**src/rtl/if_id_buffer.sv**
```systemverilog
// IF/ID decoupling FIFO: show-ahead head with pre-split fields and sign-extended immediate.
// Optional statistics counters are enabled by defining IF_ID_STATS_EN.
module if_id_buffer #(
    parameter int DEPTH = 2,
    parameter int XLEN  = 64
) (
    input  logic                       Clk,
    input  logic                       reset,
    input  logic                       if_valid,
    input  logic [XLEN-1:0]            if_pc,
    input  logic [31:0]                if_instr,
    output logic                       if_ready,
    input  logic                       flush,
    input  logic                       id_ready,
    output logic                       id_valid,
    output logic [XLEN-1:0]            id_pc,
    output logic [31:0]                id_instr,
    output logic [6:0]                 id_opcode,
    output logic [4:0]                 id_rd,
    output logic [2:0]                 id_funct3,
    output logic [4:0]                 id_rs1,
    output logic [4:0]                 id_rs2,
    output logic [6:0]                 id_funct7,
    output logic [XLEN-1:0]            id_imm,
    output logic [$clog2(DEPTH+1)-1:0] count
`ifdef IF_ID_STATS_EN
    ,
    output logic [31:0]                stall_cycles,
    output logic [31:0]                flushed_entries
`endif
);

    localparam int PTR_W = (DEPTH > 1) ? $clog2(DEPTH) : 1;
    localparam int CNT_W = $clog2(DEPTH + 1);
    localparam logic [31:0] NOP = 32'h0000_0013;

    logic [XLEN-1:0]  pc_mem    [DEPTH];
    logic [31:0]      instr_mem [DEPTH];
    logic [PTR_W-1:0] wr_ptr;
    logic [PTR_W-1:0] rd_ptr;
    logic             push;
    logic             pop;

    function automatic logic signed [XLEN-1:0] imm_gen(input logic [31:0] instr);
        logic signed [31:0] imm32;
        imm32 = '0;
        case (instr[6:0])
            7'b0000011, 7'b0010011, 7'b1100111:
                imm32 = {{20{instr[31]}}, instr[31:20]};
            7'b0100011:
                imm32 = {{20{instr[31]}}, instr[31:25], instr[11:7]};
            7'b1100011:
                imm32 = {{19{instr[31]}}, instr[31], instr[7], instr[30:25], instr[11:8], 1'b0};
            7'b0110111, 7'b0010111:
                imm32 = {instr[31:12], 12'b0};
            7'b1101111:
                imm32 = {{11{instr[31]}}, instr[31], instr[19:12], instr[20], instr[30:21], 1'b0};
            default:
                imm32 = '0;
        endcase
        return XLEN'(imm32);
    endfunction

    // Readiness depends only on occupancy, never on id_ready, so a full buffer stalls fetch.
    assign if_ready = (count < CNT_W'(DEPTH)) && reset;
    assign id_valid = (count != '0);
    assign push     = if_valid && if_ready;
    assign pop      = id_valid && id_ready;

    always_ff @(posedge Clk or negedge reset) begin
        if (!reset) begin
            count  <= '0;
            wr_ptr <= '0;
            rd_ptr <= '0;
        end else if (flush) begin
            count  <= '0;
            wr_ptr <= '0;
            rd_ptr <= '0;
        end else begin
            if (push)
                wr_ptr <= wr_ptr + PTR_W'(1);
            if (pop)
                rd_ptr <= rd_ptr + PTR_W'(1);
            case ({push, pop})
                2'b10:   count <= count + CNT_W'(1);
                2'b01:   count <= count - CNT_W'(1);
                default: count <= count;
            endcase
        end
    end

    // Storage holds data only and is deliberately left unreset.
    always_ff @(posedge Clk) begin
        if (push && !flush) begin
            pc_mem[wr_ptr]    <= if_pc;
            instr_mem[wr_ptr] <= if_instr;
        end
    end

    assign id_instr  = id_valid ? instr_mem[rd_ptr] : NOP;
    assign id_pc     = id_valid ? pc_mem[rd_ptr] : '0;
    assign id_opcode = id_instr[6:0];
    assign id_rd     = id_instr[11:7];
    assign id_funct3 = id_instr[14:12];
    assign id_rs1    = id_instr[19:15];
    assign id_rs2    = id_instr[24:20];
    assign id_funct7 = id_instr[31:25];
    assign id_imm    = imm_gen(id_instr);

`ifdef IF_ID_STATS_EN
    always_ff @(posedge Clk or negedge reset) begin
        if (!reset) begin
            stall_cycles    <= '0;
            flushed_entries <= '0;
        end else begin
            if (if_valid && !if_ready)
                stall_cycles <= stall_cycles + 32'd1;
            if (flush)
                flushed_entries <= flushed_entries + 32'(count);
        end
    end
`endif

endmodule

```
**config.mk**
```make
export PLATFORM = sky130hd
export DESIGN_NAME = if_id_buffer
export DESIGN_NICKNAME = d
export VERILOG_FILES = /design/src/rtl/if_id_buffer.sv
export SDC_FILE = /design/constraint.sdc
export NUM_CORES = 1
export LEC_CHECK = 0
export ABC_AREA = 1
export CORE_ASPECT_RATIO = 0.5
export CORE_MARGIN = 1
export CORE_UTILIZATION = 49
export DETAILED_ROUTE_END_ITERATION = 12
export GPL_TIMING_DRIVEN = 0
export PLACE_DENSITY = 0.86
export SYNTH_ARGS = -nofsm -noshare
export SYNTH_HDL_FRONTEND = slang
export SYNTH_SLANG_ARGS = --single-unit
export TNS_END_PERCENT = 1
```
**constraint.sdc**
```tcl
create_clock -name Clk -period 13 [get_ports Clk]
set_input_delay 2.6 -clock Clk [delete_from_list [all_inputs] [get_ports Clk]]
set_output_delay 2.6 -clock Clk [all_outputs]
set_load 0.005 [all_outputs]
```
==> results of run 1 <==
==> cell usage after synthesis <==
cell / instances
buf_12: 1
nand2_1: 225
nand3_2: 2
or2_2: 2
nand3_4: 2
nand2_2: 13
edfxtp_1: 192
inv_4: 1
a21oi_4: 1
o211ai_1: 1
nand2_4: 4
a21oi_1: 79
buf_4: 66
buf_2: 26
nor2_2: 5
or3_1: 9
inv_1: 36
o22ai_1: 1
nor3_1: 1
nor2_1: 35
inv_2: 3
dfrtp_1: 4
o21ai_0: 12
buf_6: 5
nand3_1: 17
nor2_4: 3
o21ai_1: 4
clkbuf_1: 1
==> worst paths after layout <==
path / end / slack (ps) / cells after the start
setup / recovery: if_ready / 6490 / 4
hold / removal: wr_ptr / 580 / 1
setup reg to reg: pc_mem[0][10] / 10570 / 6
hold reg to reg: wr_ptr / 580 / 1
max in group asynchronous: count[0] / 10400 / 1
min in group asynchronous: count[1] / 2400 / 1
==> through the flow <==
| stage | hold slack (ps) | std cells | util, % | power [uW] |
|---|---|---|---|---|
| final | 581.1 | 1311 | 74.79 | 1615 |
| after global placement | 471.1 | 1274 | 70.73 | 1119 |
| after detailed placement | 565.1 | 1279 | 71.47 | 1131 |
| after global routing | 632.6 | 1311 | 74.79 | 1674 |
| after floorplan | 458.0 | 751 | - | 904.8 |
| after CTS | 578.1 | 1310 | 74.78 | 1622 |
==> critical path, stage by stage <==
cell	delay, ps
clkdlybuf4s50_1	600
inv_1	70
nor2_1	120
clkdlybuf4s50_1	520
==> logic make-up after synthesis <==
family | share of synthesized area [%]
and+or+nand+nor | 16.04
DFF | 68.12
buffers and inverters | 9.968
AOI/OAI and AO/OA | 5.871
==> area by class of cell <==
| type | count | area [um2] | area share, % |
|---|---|---|---|
| clock inverter | 12 | 122.6 | 0.9779 |
| buffer | 99 | 705.7 | 5.628 |
| timing repair buffer | 301 | 3070 | 24.49 |
| antenna | 1 | 2.502 | 0.01996 |
| inverter | 40 | 152.6 | 1.217 |
| multi-input combinational | 416 | 1902 | 15.17 |
| sequential | 196 | 5866 | 46.78 |
| clock buffer | 19 | 432.9 | 3.453 |
| tap | 227 | 284.0 | 2.265 |
==> power groups by stage <==
stage / combinational (uW) / clock, uW / sequential, uW
2_1_floorplan: 175 / 0 / 730
3_3_place_gp: 387 / 0 / 731
3_5_place_dp: 402 / 0 / 729
4_1_cts: 405 / 503 / 715
5_1_grt: 434 / 524 / 716
6_report: 402 / 498 / 715
==> flip-flops by register name (all words and copies together), names as in the netlist <==
signal / flops
rd_ptr: 1
instr_mem: 64
count: 2
pc_mem: 128
wr_ptr: 1
==> cells in the final DEF, fill, tap and decap left out, drive strengths merged, types with 2 or more instances in the layout <==
master,instances
inv,45
edfxtp,192
clkinvlp,4
or3,9
nand2,242
or2,2
clkbuf,20
buf,103
a21oi,80
o21ai,16
clkdlybuf4s50,296
clkinv,2
nor2,43
nand3,21
dfrtp,4
==> layer usage <==
layer / part of all wire (%) / up-vias
met5: 0 / -
li1: - / 3113
met3: 6.2 / 44
met4: 2.9 / 0
met1: 39 / 3134
met2: 52 / 272
==> flow_summary.yaml, run 1 <==
clock_tree:
  clock_sinks: 196
  cts_buffer_depth: 2
  clk_pin_slew_ps: 70
  ctsHoldBuffers: 0
  numCtsBuffers: 17
  cts_setup_buffers: 0
  insertion_delay_ps: 420
  htree_levels: 4
  post_cts_resized: 0
  clockRootBuffer: "clkbuf_16"
  cts_tree: "yes"
grt:
  grt_busiest_layer: "met2"
  grtUsageMet3_pct: 4.448
  track_usage_pct: 24.36
  grt_pass1_vias: 6440
  use_met1_pct: 28.41
  met2_usage_pct: 44.63
  antenna_found_initial: 1
  grt_max_degree: 35
  overflow: 0
  grt_pass1_wl_um: 33490
worst_setup_path:
  critical_path_class: "input port to output port"
  worstPathRequired_ps: 10400
  worstPathMaxFanout: 5
  cp.arrival_ps: 3910
  cp-end-kind: "output port"
  timing.rr.start: "count[1]"
  setup.worst_path.start: "reset"
  cp-start-kind: "input port"
drt:
  via_count: 6563
  drc: 0
  wl_um: 22330
  ant_nets: 0
  drtPass1Iterations: 5
  drt-wirelength-per-cell_um: 17.03
  drtIter0Drc: 488
  vias_per_cell: 5.006
sta:
  rsz0062_at_grt: "no"
  max_freq_ghz: 0.1537
  fin_crit_sh_pct: 50.06
  relSlewSlack_pct: 34.32
  clock_skew_ps: 13.71
  tightest_slew_ps: 982.9
  min_period_ps: 6508
  fin_ws_ps: 6492
  slew_violations: 0
  hold_viol: 0
  tns_ps: 0
  setup_viol: 0
synth:
  yosysWarnings: 0
  synth-seq-cells: 196
  avgSynthCellArea_um2: 11.47
  syn_nets: 852
  yosysTopAreaCellShare_pct: 66.96
  ys_top_cells_by_area: "edfxtp_1 (67%), nand2_1 (9.8%), buf_4 (5.8%), a21oi_1 (4.6%), inv_1 (1.6%)"
  synth_top_area_cell: "edfxtp_1"
  synth_cells: 751
  ys_seq_area_share_pct: 68.12
  yosysUniqueCellTypes: 28
  netlist_area_mm2: 0.008611
cells_and_area:
  area_delta_synth_final_pct: 45.61
  fin_area_mm2: 0.01254
  nFillCells: 1069
  drive_gt1_share_pct: 15.70
  nets: 1172
placement:
  gp_congestion: 0.8273
  post_dp_cell_area_mm2: 0.01198
  dp.final_hpwl_um: 16120
  place_ws_ps: 6486
  io_buffers: 296
min_path:
  hold_path_class: "register to register"
  min_from: "wr_ptr"
floorplanning:
  dieHeight_um: 95.74
  io_pins: 297
  core_area_mm2: 0.01676
  initial_core_util_pct: 51.37
  die_w_um: 189.5
  rows: 33
  dieArea_mm2: 0.01814
power:
  p_clk_share_pct: 30.8
  vdd_drop_max_uv: 75.56
  leakage_uw: 0.004821
  switching_share_pct: 25.82
  power_frac_seq_pct: 44.3
  intPower_uw: 1198
  power_density_mw_per_mm2: 128.8
  pwr-share-comb_pct: 24.9
  switching_power_uw: 417.0
job:
  cap_violations: 0
outcome:
  status: "completed"
Power figures use the tool's default switching activity.
==> inputs of run 2 (changes only) <==
- CORE_UTILIZATION: 49 -> 46
- PLACE_DENSITY: 0.86 -> 0.81
- clock period: 13 -> 6.6 ns (I/O delays scaled with it)
==> run 2 against run 1 <==
Non-clock buffer count increased by 1. Register-to-register slack got worse by 6100 ps. Sequential share of layout area decreased by 0.18 points. Sequential cell count unchanged. Die area increased by 6.4%. Highest routed layer unchanged. Largest cell class unchanged. Critical path type is now register to output port. Cell count increased by 0.61%. Clock power increased by 100%. Setup slack got worse by 4600 ps.
==> flow_summary.yaml, run 2 (synthesis results as in run 1) <==
drt:
  drtPass1Iterations: 5
  drtIter0Drc: 338
  via_count: 6482
  vias_per_cell: 4.914
  drt-wirelength-per-cell_um: 16.66
  drc: 0
  ant_nets: 0
  wl_um: 21980
sta:
  rsz0062_at_grt: "no"
  setup_viol: 0
  clock_skew_ps: 16.05
  fin_crit_sh_pct: 70.96
  hold_slack_ps: 559.6
  min_period_ps: 4683
  hold_viol: 0
  tns_ps: 0
  slew_violations: 0
  tightest_slew_ps: 925.8
  relSlewSlack_pct: 38.13
  max_freq_ghz: 0.2135
clock_tree:
  clockRootBuffer: "clkbuf_16"
  cts_buffer_depth: 2
  numCtsBuffers: 17
  cts_tree: "yes"
  insertion_delay_ps: 420
  clk_pin_slew_ps: 70
  ctsHoldBuffers: 0
  post_cts_resized: 0
  htree_levels: 4
  cts_setup_buffers: 0
  clock_sinks: 196
power:
  vdd_drop_max_uv: 165.8
  power_density_mw_per_mm2: 253.9
  leakage_uw: 0.004846
worst_setup_path:
  slowest_stage: "nand2_1"
  cpPeakStageDelay_ps: 690
  cp.arrival_ps: 3360
  cp_num_buf_inv: 3
  cp-start-kind: "register"
  critical_path_class: "register to output port"
  worstPathCellList: "nor2_2, nor2_2, nand2_2, inv_2, nor2_2, nand2_2, nand2_1, nand2_1, nand2_1, buf_4, clkdlybuf4s50_1"
  cp-end-kind: "output port"
  worstPathMaxFanout: 33
  critPathTopFamily: "simple AND/OR/NAND/NOR gates"
  worstPathRequired_ps: 5280
floorplanning:
  dieHeight_um: 98.75
  rows: 34
  io_pins: 297
  die_w_um: 195.5
  core_area_mm2: 0.01782
  dieArea_mm2: 0.01930
  initial_core_util_pct: 48.31
grt:
  overflow: 0
  antenna_found_initial: 0
  grt_busiest_layer: "met2"
  grt_pass1_wl_um: 33500
  track_usage_pct: 22.69
  grt_max_degree: 34
  grt_pass1_vias: 6393
  use_met1_pct: 26.20
  grtUsageMet3_pct: 3.696
  met2_usage_pct: 42.83
cells_and_area:
  reg.largest.list: "pc_mem (128), instr_mem (64), count (2)"
  layout_common_cells: "clkdlybuf4s50_1 (296), nand2_1 (225), edfxtp_1 (192)"
  top_register: "pc_mem"
  final_common_cell: "clkdlybuf4s50_1"
  insertedDiodeCount: 0
  drive_gt1_share_pct: 15.85
  area_delta_synth_final_pct: 46.18
  nets: 1173
  largest_register_ffs: 128
min_path:
  hold_path_class: "register to register"
placement:
  dp.final_hpwl_um: 16180
  io_buffers: 296
  gp_congestion: 0.8281
job:
  cap_violations: 0
outcome:
  status: "completed"
[run 2: report_power, final]
| part | total, uW | switching (uW) | internal (uW) |
|---|---|---|---|
| clock network | 997 | 467 | 531 |
| logic | 790 | 355 | 436 |
| registers | 1410 | 9.53 | 1400 |
| total | 3200 | 831 | 2360 |
[run 2: final cells by class]
class | instances | area (um2)
plain buffers | 99 | 705.7
clock buffers | 17 | 425.4
clock inverters | 15 | 145.1
fillers | 1246 | 5238
inverters | 40 | 152.6
multi-input cells | 416 | 1902
flip-flops and latches | 196 | 5866
well taps | 234 | 292.8
repair buffers | 302 | 3098
[run 2: per-stage QoR]
step | utilization (%) | instance area (um2) | worst slack (ps) | cells | total power (uW)
3_3_place_gp | 66.57 | 11870 | -2488 | 1281 | 2210
2_1_floorplan | - | 8611 | 310.2 | 751 | 1782
3_5_place_dp | 67.42 | 12020 | 2317 | 1287 | 2229
4_1_cts | 70.62 | 12590 | 1846 | 1319 | 3218
5_1_grt | 70.62 | 12590 | 1532 | 1319 | 3318
6_report | 70.62 | 12590 | 1917 | 1319 | 3195
[run 2: worst reg2reg max path: stages (launching register included)]
cell and delay [ps]:
dfrtp_1 460, nor2_1 180, nand2_1 150, inv_1 130, nand2_1 110, nor2_4 450
buf_12 290
[run 2: routing by layer]
| metal | share of wire, % | wire length [um] |
|---|---|---|
| met3 | 4.1 | 898 |
| met2 | 54 | 11950 |
| met4 | 2.1 | 452 |
| met1 | 39 | 8681 |
| met5 | 0 | 0 |
[run 2: worst paths after layout]
| path | start | end | slack [ps] | cells after the start |
|---|---|---|---|---|
| max reg2reg | count[1] | pc_mem[0][25] | 4520 | 6 |
| min reg2reg | wr_ptr | wr_ptr | 560 | 1 |
| max in group asynchronous | reset | wr_ptr | 5260 | 1 |
| min in group asynchronous | reset | count[1] | 1130 | 1 |
| max | count[0] | id_imm[39] | 1920 | 11 |
| min | wr_ptr | wr_ptr | 560 | 1 |
==> inputs of run 3 (changes only) <==
- CORE_UTILIZATION: 46 -> 41
- PLACE_DENSITY: 0.81 -> 0.76
- clock period: 6.6 -> 4.1 ns (I/O delays scaled with it)
==> run 3 against run 2 <==
The run now ends with DRC left. Die area is 12% higher. Global-route usage is 2.1 points lower. Cell count is 3.0% higher. Critical endpoint is now id_imm[11]. Hold slack better by 1.0 ps.
==> flow_summary.yaml, run 3 (synthesis results as in run 1) <==
grt:
  antenna_found_initial: 0
  track_usage_pct: 20.60
  grtUsageMet3_pct: 3.540
  met2_usage_pct: 36.43
  overflow: 0
  grt_busiest_layer: "met2"
  grt_max_degree: 34
  grt_pass1_wl_um: 33490
  use_met1_pct: 23.76
  grt_pass1_vias: 6412
clock_tree:
  clock_sinks: 196
  cts_setup_buffers: 0
  clockRootBuffer: "clkbuf_16"
  numCtsBuffers: 17
  cts_buffer_depth: 2
  insertion_delay_ps: 430
  htree_levels: 4
  clk_pin_slew_ps: 70
  cts_tree: "yes"
  ctsHoldBuffers: 0
sta:
  rsz0062_at_grt: "no"
  slew_violations: 0
  clock_skew_ps: 7.921
  fin_crit_sh_pct: 92.71
  max_freq_ghz: 0.2631
  setup_viol: 0
  relSlewSlack_pct: 47.28
  tns_ps: 0
  tightest_slew_ps: 784.8
  hold_viol: 0
  min_period_ps: 3801
power:
  p_clk_share_pct: 29.6
  leakage_uw: 0.004811
  pwr-share-comb_pct: 25.3
  power_density_mw_per_mm2: 399.4
  power_frac_seq_pct: 45.1
  vdd_drop_max_uv: 218.4
  switching_share_pct: 26.00
  switching_power_uw: 1307
  total_power_uw: 5028
  intPower_uw: 3721
floorplanning:
  core_area_mm2: 0.02055
  initial_core_util_pct: 41.89
  io_pins: 297
  rows: 37
  dieArea_mm2: 0.02162
  die_w_um: 207.0
  dieHeight_um: 104.5
worst_setup_path:
  r2r_setup_slack_ps: 1870
  worstPathCellList: "buf_6, inv_4, buf_6, buf_4, nor2_1, nor3_1, inv_1, o21ai_0, inv_1, nand2_1, clkdlybuf4s50_1"
  cp_num_buf_inv: 7
  worstPathMaxFanout: 10
  cp-start-kind: "register"
  worstPathRequired_ps: 3280
  cpPeakStageDelay_ps: 600
  slowest_stage: "nor3_1"
  critPathTopFamily: "buffers and inverters"
  r2r_cells: 5
  r2r_end: "pc_mem[1][27]"
  critical_path_class: "register to output port"
  timing.rr.start: "count[1]"
  cp-end-kind: "output port"
  cp.arrival_ps: 2980
min_path:
  hold_path_class: "register to register"
  whs_path_depth: 1
  min_from: "wr_ptr"
  min_to: "wr_ptr"
drt:
  via_count: 6456
  drtPass1Iterations: 8
  wl_um: 22170
  drt-wirelength-per-cell_um: 16.32
  vias_per_cell: 4.754
  ant_nets: 0
  drc: 15
  drtIter0Drc: 413
cells_and_area:
  finalNonFillerCells: 1358
  nets: 1173
  largest_register_ffs: 128
  reg.largest.list: "pc_mem (128), instr_mem (64), count (2)"
  final_common_cell: "clkdlybuf4s50_1"
  insertedDiodeCount: 0
  area_delta_synth_final_pct: 46.21
  layout_common_cells: "clkdlybuf4s50_1 (296), nand2_1 (224), edfxtp_1 (192)"
  top_register: "pc_mem"
  drive_gt1_share_pct: 15.76
placement:
  io_buffers: 296
  dpl.cell_count: 1326
  dp.final_hpwl_um: 16180
  gp_congestion: 0.8394
outcome:
  status: "complete, but fails checks"
  violations: "DRC"
job:
  cap_violations: 0
[run 3: how the worst max path moves through the flow]
stage,startpoint,endpoint,depth (start not counted)
floorplan,reset,instr_mem[0][0],6
global placement,reset,pc_mem[0][27],7
finish,rd_ptr,id_imm[11],11
global route,rd_ptr,id_imm[11],11
CTS,count[1],id_imm[45],11
detailed placement,count[1],id_imm[45],11
[run 3: per-layer routing]
| layer | up-vias | wire length, um | part of all wire [%] |
|---|---|---|---|
| li1 | 3120 | - | - |
| met1 | 3081 | 8633 | 39 |
| met2 | 199 | 11660 | 53 |
| met3 | 56 | 1050 | 4.7 |
| met4 | 0 | 826 | 3.7 |
| met5 | - | 0 | 0 |
[run 3: worst register-to-register path, cell delays in order, from the launching register on]
cell and delay (ps):
dfrtp_1 480, nor2_1 170, nand2_1 140, nor2_4 580
buf_12 300, buf_12 240
[run 3: power groups by stage]
| stage | sequential (uW) | combinational, uW | clock [uW] |
|---|---|---|---|
| final | 2270 | 1270 | 1490 |
| after global routing | 2270 | 1380 | 1590 |
| after CTS | 2270 | 1280 | 1510 |
| after detailed placement | 2310 | 1280 | 0 |
| after global placement | 2310 | 1240 | 0 |
| after floorplan | 2310 | 554 | 0 |
[run 3: cell type report]
cell class                      instances  area, um2
Fill cell                            1595       7965
Sequential cell                       196       5866
Timing Repair Buffer                  302       3090
Multi-Input combinational cell        416       1914
Buffer                                 99      705.7
Clock buffer                           19      432.9
Tap cell                              273      341.6
Inverter                               40      152.6
Clock inverter                         13      86.33
[run 3: repair_timing]
action / CTS / global route
gates resized for setup: 1 / 2
endpoints found under the setup margin: 33 / 33
pin swaps: 0 / 0
[run 3: stage by stage]
step / utilization (%) / hold WS, ps / setup slack [ps] / area [um2]
2_1_floorplan: - / 478.5 / -78.29 / 8616
3_3_place_gp: 57.99 / 491.9 / -2064 / 11920
3_5_place_dp: 58.66 / 546.7 / 281.7 / 12060
4_1_cts: 61.20 / 555.9 / 117.2 / 12580
5_1_grt: 61.25 / 571.3 / 128.4 / 12590
6_report: 61.25 / 560.7 / 299.0 / 12590
